<file path="config.mk">
export PLATFORM = sky130hd
export DESIGN_NAME = tdm_demux_flat
export DESIGN_NICKNAME = d
export VERILOG_FILES = /design/src/rtl/tdm_demux_if.sv /design/src/rtl/tdm_demux.sv /design/src/flat_wrapper.sv
export SDC_FILE = /design/constraint.sdc
export NUM_CORES = 1
export LEC_CHECK = 0
export CAP_MARGIN = 20
export CORE_ASPECT_RATIO = 0.9
export CORE_MARGIN = 5
export CORE_UTILIZATION = 25
export CTS_BUF_LIST = sky130_fd_sc_hd__clkbuf_16
export DETAILED_ROUTE_END_ITERATION = 12
export SLEW_MARGIN = 20
export SYNTH_ARGS = -nofsm -noshare
export SYNTH_HDL_FRONTEND = slang
export SYNTH_SLANG_ARGS = --single-unit
</file>
<file path="constraint.sdc">
create_clock -name clk -period 2.5 [get_ports clk]
set_input_delay 0.5 -clock clk [delete_from_list [all_inputs] [get_ports clk]]
set_output_delay 0.5 -clock clk [all_outputs]
set_load 0.01 [all_outputs]
</file>
<file path="src/rtl/tdm_demux_if.sv">
// Bundle of the serial-link input side and the parallel-frame output side
// of the TDM demultiplexer. The master modport drives beats and consumes
// frames; the slave modport is the demultiplexer itself.
interface tdm_demux_if #(
  parameter int LANES = 2,
  parameter int WIDTH = 8
);
  localparam int LW = $clog2(LANES);

  logic                   in_bit;
  logic                   in_valid;
  logic                   in_sof;
  logic [LANES*WIDTH-1:0] out_data;
  logic                   out_valid;
  logic                   out_ready;
  logic [LW-1:0]          lane;
  logic                   sync_err;
  logic                   overflow;

  modport master (
    output in_bit, in_valid, in_sof, out_ready,
    input  out_data, out_valid, lane, sync_err, overflow
  );

  modport slave (
    input  in_bit, in_valid, in_sof, out_ready,
    output out_data, out_valid, lane, sync_err, overflow
  );
endinterface

</file>
<file path="src/rtl/tdm_demux.sv">
// Time-division demultiplexer. Beats arrive lane-interleaved, LSB first:
// beat k carries bit (k / LANES) of lane (k % LANES). The beat position is
// tracked as a lane counter plus a bit counter so no divider is needed.
// A completed frame is moved into a single output register guarded by a
// valid/ready handshake; a frame that finds that register occupied is
// dropped and flagged on the sticky overflow output.
module tdm_demux #(
  parameter int LANES = 2,
  parameter int WIDTH = 8
) (
  input  logic        clk,
  input  logic        rst_n,
  tdm_demux_if.slave  bus
);
  localparam int LW = $clog2(LANES);
  localparam int BW = (WIDTH > 1) ? $clog2(WIDTH) : 1;
  localparam int FW = LANES * WIDTH;

  typedef enum logic {HUNT = 1'b0, RECV = 1'b1} state_t;

  state_t          state_r;
  logic [LW-1:0]   lane_r;
  logic [BW-1:0]   bit_r;
  logic [FW-1:0]   stage_r;
  logic [FW-1:0]   out_data_r;
  logic            out_valid_r;
  logic            sync_err_r;
  logic            overflow_r;

  logic [FW-1:0]   stage_next_s;
  logic            restart_s;
  logic            last_s;
  logic            out_free_s;

  // A sof beat always lands in slot 0; otherwise the beat goes to the slot
  // addressed by the current lane/bit counters.
  always_comb begin
    stage_next_s = stage_r;
    restart_s    = bus.in_sof || (state_r == HUNT);
    for (int l = 0; l < LANES; l++) begin
      for (int b = 0; b < WIDTH; b++) begin
        if (restart_s) begin
          if (l == 0 && b == 0) begin
            stage_next_s[0] = bus.in_bit;
          end else begin
            stage_next_s[l*WIDTH + b] = stage_r[l*WIDTH + b];
          end
        end else if (lane_r == LW'(l) && bit_r == BW'(b)) begin
          stage_next_s[l*WIDTH + b] = bus.in_bit;
        end else begin
          stage_next_s[l*WIDTH + b] = stage_r[l*WIDTH + b];
        end
      end
    end
  end

  // Last-beat detection and output-register availability.
  always_comb begin
    if (state_r == RECV && bus.in_valid && !bus.in_sof &&
        lane_r == LW'(LANES - 1) && bit_r == BW'(WIDTH - 1)) begin
      last_s = 1'b1;
    end else begin
      last_s = 1'b0;
    end
    out_free_s = !out_valid_r || bus.out_ready;
  end

  // Frame FSM, beat counters, staging and output registers.
  always_ff @(posedge clk) begin
    if (!rst_n) begin
      state_r     <= HUNT;
      lane_r      <= '0;
      bit_r       <= '0;
      stage_r     <= '0;
      out_data_r  <= '0;
      out_valid_r <= 1'b0;
      sync_err_r  <= 1'b0;
      overflow_r  <= 1'b0;
    end else begin
      sync_err_r <= 1'b0;
      if (out_valid_r && bus.out_ready) begin
        out_valid_r <= 1'b0;
      end
      case (state_r)
        HUNT: begin
          if (bus.in_valid && bus.in_sof) begin
            stage_r <= stage_next_s;
            lane_r  <= LW'(1);
            bit_r   <= '0;
            state_r <= RECV;
          end
        end
        RECV: begin
          if (bus.in_valid) begin
            stage_r <= stage_next_s;
            if (bus.in_sof) begin
              // Mid-frame sof: abandon the partial frame, restart here.
              sync_err_r <= 1'b1;
              lane_r     <= LW'(1);
              bit_r      <= '0;
            end else if (last_s) begin
              state_r <= HUNT;
              lane_r  <= '0;
              bit_r   <= '0;
              if (out_free_s) begin
                out_data_r  <= stage_next_s;
                out_valid_r <= 1'b1;
              end else begin
                overflow_r <= 1'b1;
              end
            end else if (lane_r == LW'(LANES - 1)) begin
              lane_r <= '0;
              bit_r  <= bit_r + BW'(1);
            end else begin
              lane_r <= lane_r + LW'(1);
            end
          end
        end
        default: begin
          state_r <= HUNT;
        end
      endcase
    end
  end

  assign bus.out_data  = out_data_r;
  assign bus.out_valid = out_valid_r;
  assign bus.lane      = lane_r;
  assign bus.sync_err  = sync_err_r;
  assign bus.overflow  = overflow_r;
endmodule

</file>
<file path="src/flat_wrapper.sv">
// flat-port wrapper written by rule: the top's interface ports become plain ports
module tdm_demux_flat 
#(
  parameter int LANES = 2,
  parameter int WIDTH = 8
)
  (clk, rst_n, bus_in_bit, bus_in_valid, bus_in_sof, bus_out_ready, bus_out_data, bus_out_valid, bus_lane, bus_sync_err, bus_overflow);
  tdm_demux_if #(.LANES(LANES), .WIDTH(WIDTH)) bus_i ();
  input  logic clk;
  input  logic rst_n;
  input wire logic [$bits(bus_i.in_bit)-1:0] bus_in_bit;
  input wire logic [$bits(bus_i.in_valid)-1:0] bus_in_valid;
  input wire logic [$bits(bus_i.in_sof)-1:0] bus_in_sof;
  input wire logic [$bits(bus_i.out_ready)-1:0] bus_out_ready;
  output wire logic [$bits(bus_i.out_data)-1:0] bus_out_data;
  output wire logic [$bits(bus_i.out_valid)-1:0] bus_out_valid;
  output wire logic [$bits(bus_i.lane)-1:0] bus_lane;
  output wire logic [$bits(bus_i.sync_err)-1:0] bus_sync_err;
  output wire logic [$bits(bus_i.overflow)-1:0] bus_overflow;
  assign bus_i.in_bit = bus_in_bit;
  assign bus_i.in_valid = bus_in_valid;
  assign bus_i.in_sof = bus_in_sof;
  assign bus_i.out_ready = bus_out_ready;
  assign bus_out_data = bus_i.out_data;
  assign bus_out_valid = bus_i.out_valid;
  assign bus_lane = bus_i.lane;
  assign bus_sync_err = bus_i.sync_err;
  assign bus_overflow = bus_i.overflow;
  tdm_demux #(.LANES(LANES), .WIDTH(WIDTH)) u_core (.clk(clk), .rst_n(rst_n), .bus(bus_i));
endmodule
</file>
### Word-level counts from Yosys, hierarchy flattened

Index checks and enable logic that the tools add are counted.

* flip-flop bits (word level): 40
* input port bits: 6
* output and inout port bits: 20
* logic and storage cells: 116

* add/subtract/negate cells: 2
* equal/unequal tests: 10
* multiplexer cells: 60
* bitwise gates (word level): 4
* reduce and logical (&&, ||, !) cells: 32

Operators with widths (count)
* $mux 1: 49
* $mux 16: 2
* $pmux 16 s2: 1
* $logic_and 1x1->1: 22
* $mux 3: 5
* $eq 3x3->1 const B: 4
* $reduce_and 5->1: 2
* $eq 3x2->1 const B: 2
* $pmux 3 s2: 1
* $reduce_and 3->1: 2
* $ne 2x2->1 const B: 2
* $ne 4x4->1 const B: 1
* $not 1->1: 4
* $pmux 1 s2: 2
* $add 3x1->3 const B: 1
* $eq 3x1->1 const B: 1
* $logic_not 3->1: 1
* $logic_not 1->1: 2
* $logic_or 1x1->1: 2
* $reduce_and 2->1: 1
* $add 1x1->1 const B: 1

### Logic depth before layout (Yosys ltp)

Gate-level depths: netlist of the first run.

* depth in word-level cells: 9
* mapped depth: 7
* gate-level depth less buffers: 5

### Least setup slack after synthesis of the first run

Ideal clock, no wire load.

* kind: input to register
* from: input bus_in_valid
* to: register u_core.out_data_r[7], in the netlist u_core.bus.out_data[7]
* library setup time: 92 ps
* arrival: 1506 ps
* data required time: 2408 ps
* path slack: 902 ps
* stages: 7
* buffers on the path: 4
* cells stage by stage: buf_6 > and4b_1 > buf_6 > and3_4 > buf_6 > buf_8 > a311oi_4

* word-level cells in the longest chain between the ends: 6

RTL lines
* from (decl): line flat_wrapper.sv:12 `input wire logic [$bits(bus_i.in_valid)-1:0] bus_in_valid;`
* $logic_and 1x1->1 (3 in series): line tdm_demux.sv:59 `if (state_r == RECV && bus.in_valid && !bus.in_sof &&`
* $logic_and 1x1->1: line tdm_demux.sv:60 `lane_r == LW'(LANES - 1) && bit_r == BW'(WIDTH - 1)) begin`
* $mux 1: line tdm_demux.sv:59
* $reduce_and 5->1 (no line) (*)
* to (signal assigned): line tdm_demux.sv:106 `out_data_r <= stage_next_s;`
* to (decl): line tdm_demux.sv:25 `logic [FW-1:0] out_data_r;`

Mark *: on every way between the ends. The rest lies on a longest branch, timed or not.
A chain may end at the register's enable or synchronous reset.

### Final worst setup path of the first run

* from: input bus_in_sof
* to: register u_core.stage_r[5]

* word-level cells in the longest chain between the ends: 4
* elaborated cells on any way between the ends: 8
* those cells by class: eq/ne: 1; mux: 4; reduce/logical: 3

RTL lines
* from (decl): line flat_wrapper.sv:13 `input wire logic [$bits(bus_i.in_sof)-1:0] bus_in_sof;`
* $logic_or 1x1->1: line tdm_demux.sv:39 `restart_s = bus.in_sof || (state_r == HUNT);`
* $mux 1: line tdm_demux.sv:42 `if (restart_s) begin`
* $mux 16 (on tied branches): line tdm_demux.sv:94, tdm_demux.sv:86
* $pmux 16 s2: line tdm_demux.sv:84 `case (state_r)`
* to (signal assigned): line tdm_demux.sv:87 `stage_r <= stage_next_s;`
* to (signal assigned): line tdm_demux.sv:95 `stage_r <= stage_next_s;`
* to (decl): line tdm_demux.sv:24 `logic [FW-1:0] stage_r;`

Several ways; a longest one is shown, not always the timed one. The select of a mux whose other input is x is not followed.

==> results.toml, run 1 <==
[logic_synthesis]
syn-cell-area_um2 = 1971
yosysMostFrequentCell = "dfxtp_1"
synth-seq-area-share_pct = 40.63
yosysWarnings = 0
ys_top_cells_by_count = "40 x dfxtp_1, 16 x a31oi_1, 16 x nand2_1, 16 x o21ai_0, 12 x clkbuf_1"
synth_top_area_share_pct = 40.63
yosys.area_share.simple_pct = 16.19
synth_compound_area_share_pct = 27.62
synth_mux_area_share_pct = 3.556
synth_edf_count = 0
ys.flop_type = "dfxtp_1"
synth_top_family_by_area = "compound AO/OA/AOI/OAI gates"
syn_area_per_cell_um2 = 9.295
yosys.area.top_type = "dfxtp_1"
syn-num-nets = 224
synthDistinctLibCells = 45
synthCells = 212
yosys.area_share.adder_pct = 3.810
ys_async_sr_fraction_pct = 0
synth_area_leaders = "dfxtp_1 41%, a31oi_1 5.1%, o21ai_0 4.1%"
synth-xor-area-share_pct = 0
ys_ff_latch = 40

[timing]
rsz0062_at_grt = "no"
setup_viol = 0
hold_viol = 0
worst_pin_slew_ns = 0.6523
finalSetupTns_ns = 0
hold_ws_ns = 0.4624
max_freq_mhz = 534.9
slew_headroom_pct = 56.22
fin_skew_ns = 0.003030
fin_crit_sh_pct = 74.78
slew_viol_final = 0
period_needed_ns = 1.869

[run]
cap_violations = 0

[final_layout]
regArea_um2 = 800.8
diodes = 0
layout-drive-gt1-share_pct = 10.64
multi_input_area_um2 = 1008
num-fill-cells = 784
fin_area_um2 = 2446
nets = 246
synthToLayoutAreaGrowth_pct = 24.13

[drt]
drtIter0Drc = 124
num_vias = 1694
firstDrtPassIters = 5
drt-total-wl_um = 4884
post_drt_wl_per_cell_um = 14.76
final_antenna_net_count = 0
drc = 0
drt-vias-per-instance = 5.118

[critical_path]
critical_path_required_ns = 2.64
cp_num_buf_inv = 2
slowest_stage = "clkdlybuf4s50_1"
arrival_ns = 2.01
cp_max_fo = 17
end_kind = "register"
cp-start-kind = "input port"
max_stage_delay_ns = 0.51
worstPathCellList = "clkdlybuf4s50_1, buf_4, o21ai_1, o311ai_0, o41ai_1"
crit_type = "input port to register"
crit_family = "compound AO/OA/AOI/OAI gates"

[floorplan]
io_pins = 26
rows = 30
start_util_pct = 25.86
dieArea_um2 = 9760
fp.coreArea_um2 = 7620
die_width_um = 103.6
die_h_um = 94.23

[power]
vdd_drop_max_mv = 0.3191
seq_power_share_pct = 48.0
p_leak_nw = 0.8188
finalPower_mw = 1.362
pwr-share-clk_pct = 44.9
pwr-share-comb_pct = 7.1
swShare_pct = 23.12
power_switching_uw = 314.9
p_per_area_nw_per_um2 = 556.9
p_int_mw = 1.047

[global_routing]
antenna_found_initial = 0
grt_use_total_pct = 10.01
grt_first_pass_wirelength_um = 8100
grt_max_degree = 25
grt_pass1_vias = 1556
overflow = 0

[placed_design]
port_buffers = 25
dp_hpwl_um = 3525
place_area_um2 = 2307
gp_congestion = 0.7936

[cts]
clk_path_buf_depth = 2
postCtsSetupBuffers = 0
clock-sinks = 40
cts-buffers-inserted = 5
holdBufCountCts = 0
cts-root-buf = "clkbuf_16"
cts_resized = 0
cts_tree = "built"
clk_latency_ns = 0.28
clkTransAtPathRegs_ns = 0.06
htreeDepth = 2

[worst_hold_path]
min_path_type = "register to register"

[outcome]
status = "finished clean"
-- final cells by class --
cell class	count	area share (%)
Multi-Input combinational cell	140	41.23
Inverter	10	1.535
Timing Repair Buffer	37	13.91
Clock inverter	3	0.5627
Sequential cell	40	32.74
Tap cell	96	4.910
Clock buffer	5	5.115
-- kinds of logic after synthesis --
kind of cell	count (synthesis)
AOI/OAI and AO/OA	76
and+or+nand+nor	51
DFF	40
buffers and inverters	32
muxes	7
adders and majority gates	6
-- tightest hold or removal path, stage by stage (launching register included) --
cell and delay, ns:
dfxtp_1 0.31, nand2_1 0.05, mux2i_1 0.05
-- power by group through the flow --
stage / logic, mW / clock network (mW) / registers [mW]
after floorplan: 0.0642 / 0 / 0.667
after global placement: 0.0956 / 0 / 0.667
after detailed placement: 0.0964 / 0 / 0.668
after CTS: 0.0966 / 0.626 / 0.654
after global routing: 0.107 / 0.657 / 0.655
final: 0.0972 / 0.611 / 0.654
-- final timing paths --
kind,to,slack [ns],start,cells past startpoint
setup reg to reg,u_core.bus.out_data[7],0.70,u_core.bit_r[2],4
setup / recovery,u_core.stage_r[5],0.63,bus_in_sof,5
hold / removal,u_core.stage_r[2],0.46,u_core.stage_r[2],2
hold reg to reg,u_core.stage_r[2],0.46,u_core.stage_r[2],2
-- flip-flops by register name, summed over array words and instances, names as in the netlist --
name and flops:
u_core.bit_r 3, u_core.bus.lane 1, u_core.bus.out_data 16, u_core.bus.out_valid 1
u_core.bus.overflow 1, u_core.bus.sync_err 1, u_core.stage_r 16, u_core.state_r 1
-- metal layers --
layer	GRT usage, %	vias up	share of wire, %
met5	0	-	0
met4	2.623	0	0.80
met3	3.162	6	5.1
met2	15.50	35	46
met1	13.42	808	48
li1	-	845	-
-- cells in the final DEF (no fill, tap or decap), types with 6 or more instances in the layout --
cell type        count
dfxtp_1             40
clkdlybuf4s50_1     25
o21ai_0             16
a31oi_1             16
nand2_1             16
buf_4               12
inv_1                9
mux2i_1              7
a311oi_1             6
ha_1                 6
-- stage by stage --
step           setup WS, ns  util, %  std cells
2_1_floorplan        0.9019        -        212
3_3_place_gp         0.3956    30.28        323
3_5_place_dp         0.3613    30.28        323
4_1_cts              0.6575    32.10        331
5_1_grt              0.4911    32.10        331
6_report             0.6306    32.10        331
No activity file was read; power rests on OpenSTA's default activity.
==> inputs of run 2 (changes only) <==
==> constraint.sdc (replaced) <==
create_clock -name clk -period 1.7 [get_ports clk]
set_input_delay 0.34 -clock clk [delete_from_list [all_inputs] [get_ports clk]]
set_output_delay 0.34 -clock clk [all_outputs]
set_load 0.01 [all_outputs]
==> run 2 against run 1 <==
  * First-iteration DRC count shrank 15%
  * Via count up 3.8%
  * Clock skew rose by 0.0046 ns
  * Register-to-register slack worse by 0.57 ns
  * Die area did not move
  * Global-route usage grew 0.51 points
  * Critical path depth did not move
  * Sequential cell count unchanged
  * Combinational power up 71%
==> results.toml, run 2 (synthesis gave the netlist of run 1 again) <==
[outcome]
status = "finished clean"

[critical_path]
crit_type = "input port to register"
critical_path_required_ns = 1.91
r2r_slack_ns = 0.13
crit_end = "u_core.stage_r[2]"
r2r_end = "u_core.bus.out_data[15]"
reg2reg_depth = 6
cp-start-kind = "input port"
cp_max_fo = 14
end_kind = "register"
arrival_ns = 1.84
startpoint = "bus_in_sof"
worstReg2RegStart = "u_core.bit_r[1]"

[placed_design]
dp_hpwl_um = 3701
place_area_um2 = 2427
gp_congestion = 0.7916
port_buffers = 25

[final_layout]
layout-drive-gt1-share_pct = 18.97
multi_input_area_um2 = 1035
regArea_um2 = 800.8
num-fill-cells = 790
diodes = 0
final_common_cell = "dfxtp_1"
synthToLayoutAreaGrowth_pct = 33.65
fin_area_um2 = 2634
nets = 264
mostFrequentLayoutCells = "40 x dfxtp_1, 29 x buf_4, 25 x clkdlybuf4s50_1"
utilization_pct = 34.56

[cts]
clkTransAtPathRegs_ns = 0.05
holdBufCountCts = 0
clk_latency_ns = 0.29
htreeDepth = 2
clk_path_buf_depth = 2
cts_tree = "built"
cts-buffers-inserted = 5
clock-sinks = 40
cts-root-buf = "clkbuf_16"

[drt]
drtIter0Drc = 105
drc = 0
final_antenna_net_count = 0
drt-total-wl_um = 5058
drt-vias-per-instance = 5.040
firstDrtPassIters = 4
post_drt_wl_per_cell_um = 14.49
num_vias = 1759

[timing]
max_freq_mhz = 612.8
slew_headroom_pct = 77.86
hold_ws_ns = 0.4636
period_needed_ns = 1.632
finalSetupTns_ns = 0
worst_pin_slew_ns = 0.3291
hold_viol = 0
fin_crit_sh_pct = 95.99
setup_viol = 0
slew_viol_final = 0
rsz0062_at_grt = "no"
fin_skew_ns = 0.007603

[power]
vdd_drop_max_mv = 0.3074
finalPower_mw = 2.217
p_per_area_nw_per_um2 = 841.9
p_leak_nw = 0.9146

[global_routing]
grt_max_degree = 20
antenna_found_initial = 0
grt_pass1_vias = 1764
grt_use_total_pct = 10.52
overflow = 0
grt_first_pass_wirelength_um = 8500

[floorplan]
start_util_pct = 25.86
fp.coreArea_um2 = 7620
io_pins = 26
dieArea_um2 = 9760
die_width_um = 103.6
die_h_um = 94.23
rows = 30

[run]
cap_violations = 0

[worst_hold_path]
min_path_type = "register to register"
## run 2: cell count changes in the layout (fill, tap and decap cells not counted), sizes merged
cell / delta
and3: +1
bufinv: +1
clkinv: -1
buf: +17
## run 2: repair_timing
item,CTS,global route
setup endpoints to repair,0,12
buffers inserted,0,1
resized for setup,0,6
## run 2: area by class of cell
cell class              count  area share [%]
well taps                  96           4.561
repair buffers             54           17.77
clock buffers               5           4.751
inverters                  10           1.425
multi-input cells         141           39.29
clock inverters             3           1.805
flip-flops and latches     40           30.40
## run 2: where the power goes
part	leakage [nW]	total, mW	internal, mW	switching (mW)
clock network	0.0840	1.09	0.697	0.392
registers	0.324	0.962	0.953	0.00852
logic	0.507	0.166	0.0722	0.0938
## run 2: layer usage
| metal | global-route usage (%) | up-vias | wire, µm |
|---|---|---|---|
| met5 | 0 | - | 0 |
| met1 | 13.86 | 833 | 2454 |
| met3 | 2.818 | 9 | 259 |
| met2 | 16.24 | 32 | 2271 |
| li1 | - | 885 | - |
| met4 | 4.262 | 0 | 72 |
## run 2: stage by stage
stage / worst slack [ns] / cells
after floorplan: 0.1033 / 212
after global placement: -0.1438 / 339
after detailed placement: -0.2116 / 339
after CTS: 0.07224 / 347
after global routing: 0.01575 / 349
final: 0.06813 / 349
## run 2: how the worst min path moves through the flow
stage | cells past startpoint | endpoint | from | slack [ns]
floorplan | 2 | u_core.stage_r[1] | u_core.stage_r[1] | 0.44
global placement | 2 | u_core.stage_r[2] | u_core.stage_r[2] | 0.45
detailed placement | 2 | u_core.bus.out_data[0] | u_core.bus.out_data[0] | 0.45
CTS | 2 | u_core.stage_r[1] | u_core.stage_r[1] | 0.46
global route | 2 | u_core.bus.out_data[0] | u_core.bus.out_data[0] | 0.49
finish | 2 | u_core.stage_r[2] | u_core.stage_r[2] | 0.46
## run 2: critical path: stages
cell and delay (ns):
clkdlybuf4s50_1 0.44, buf_4 0.20, nand3b_1 0.32, nor4_1 0.32
mux2i_1 0.22
==> inputs of run 3 (changes only) <==
--- a/config.mk
+++ b/config.mk
@@ -10,6 +10,7 @@
 export CORE_MARGIN = 5
 export CORE_UTILIZATION = 25
 export CTS_BUF_LIST = sky130_fd_sc_hd__clkbuf_16
+export CTS_CLUSTER_SIZE = 24
 export DETAILED_ROUTE_END_ITERATION = 12
 export SLEW_MARGIN = 20
 export SYNTH_ARGS = -nofsm -noshare
==> results of run 3 <==
No change in the layout: final DEF, timing and power equal those of run 2.
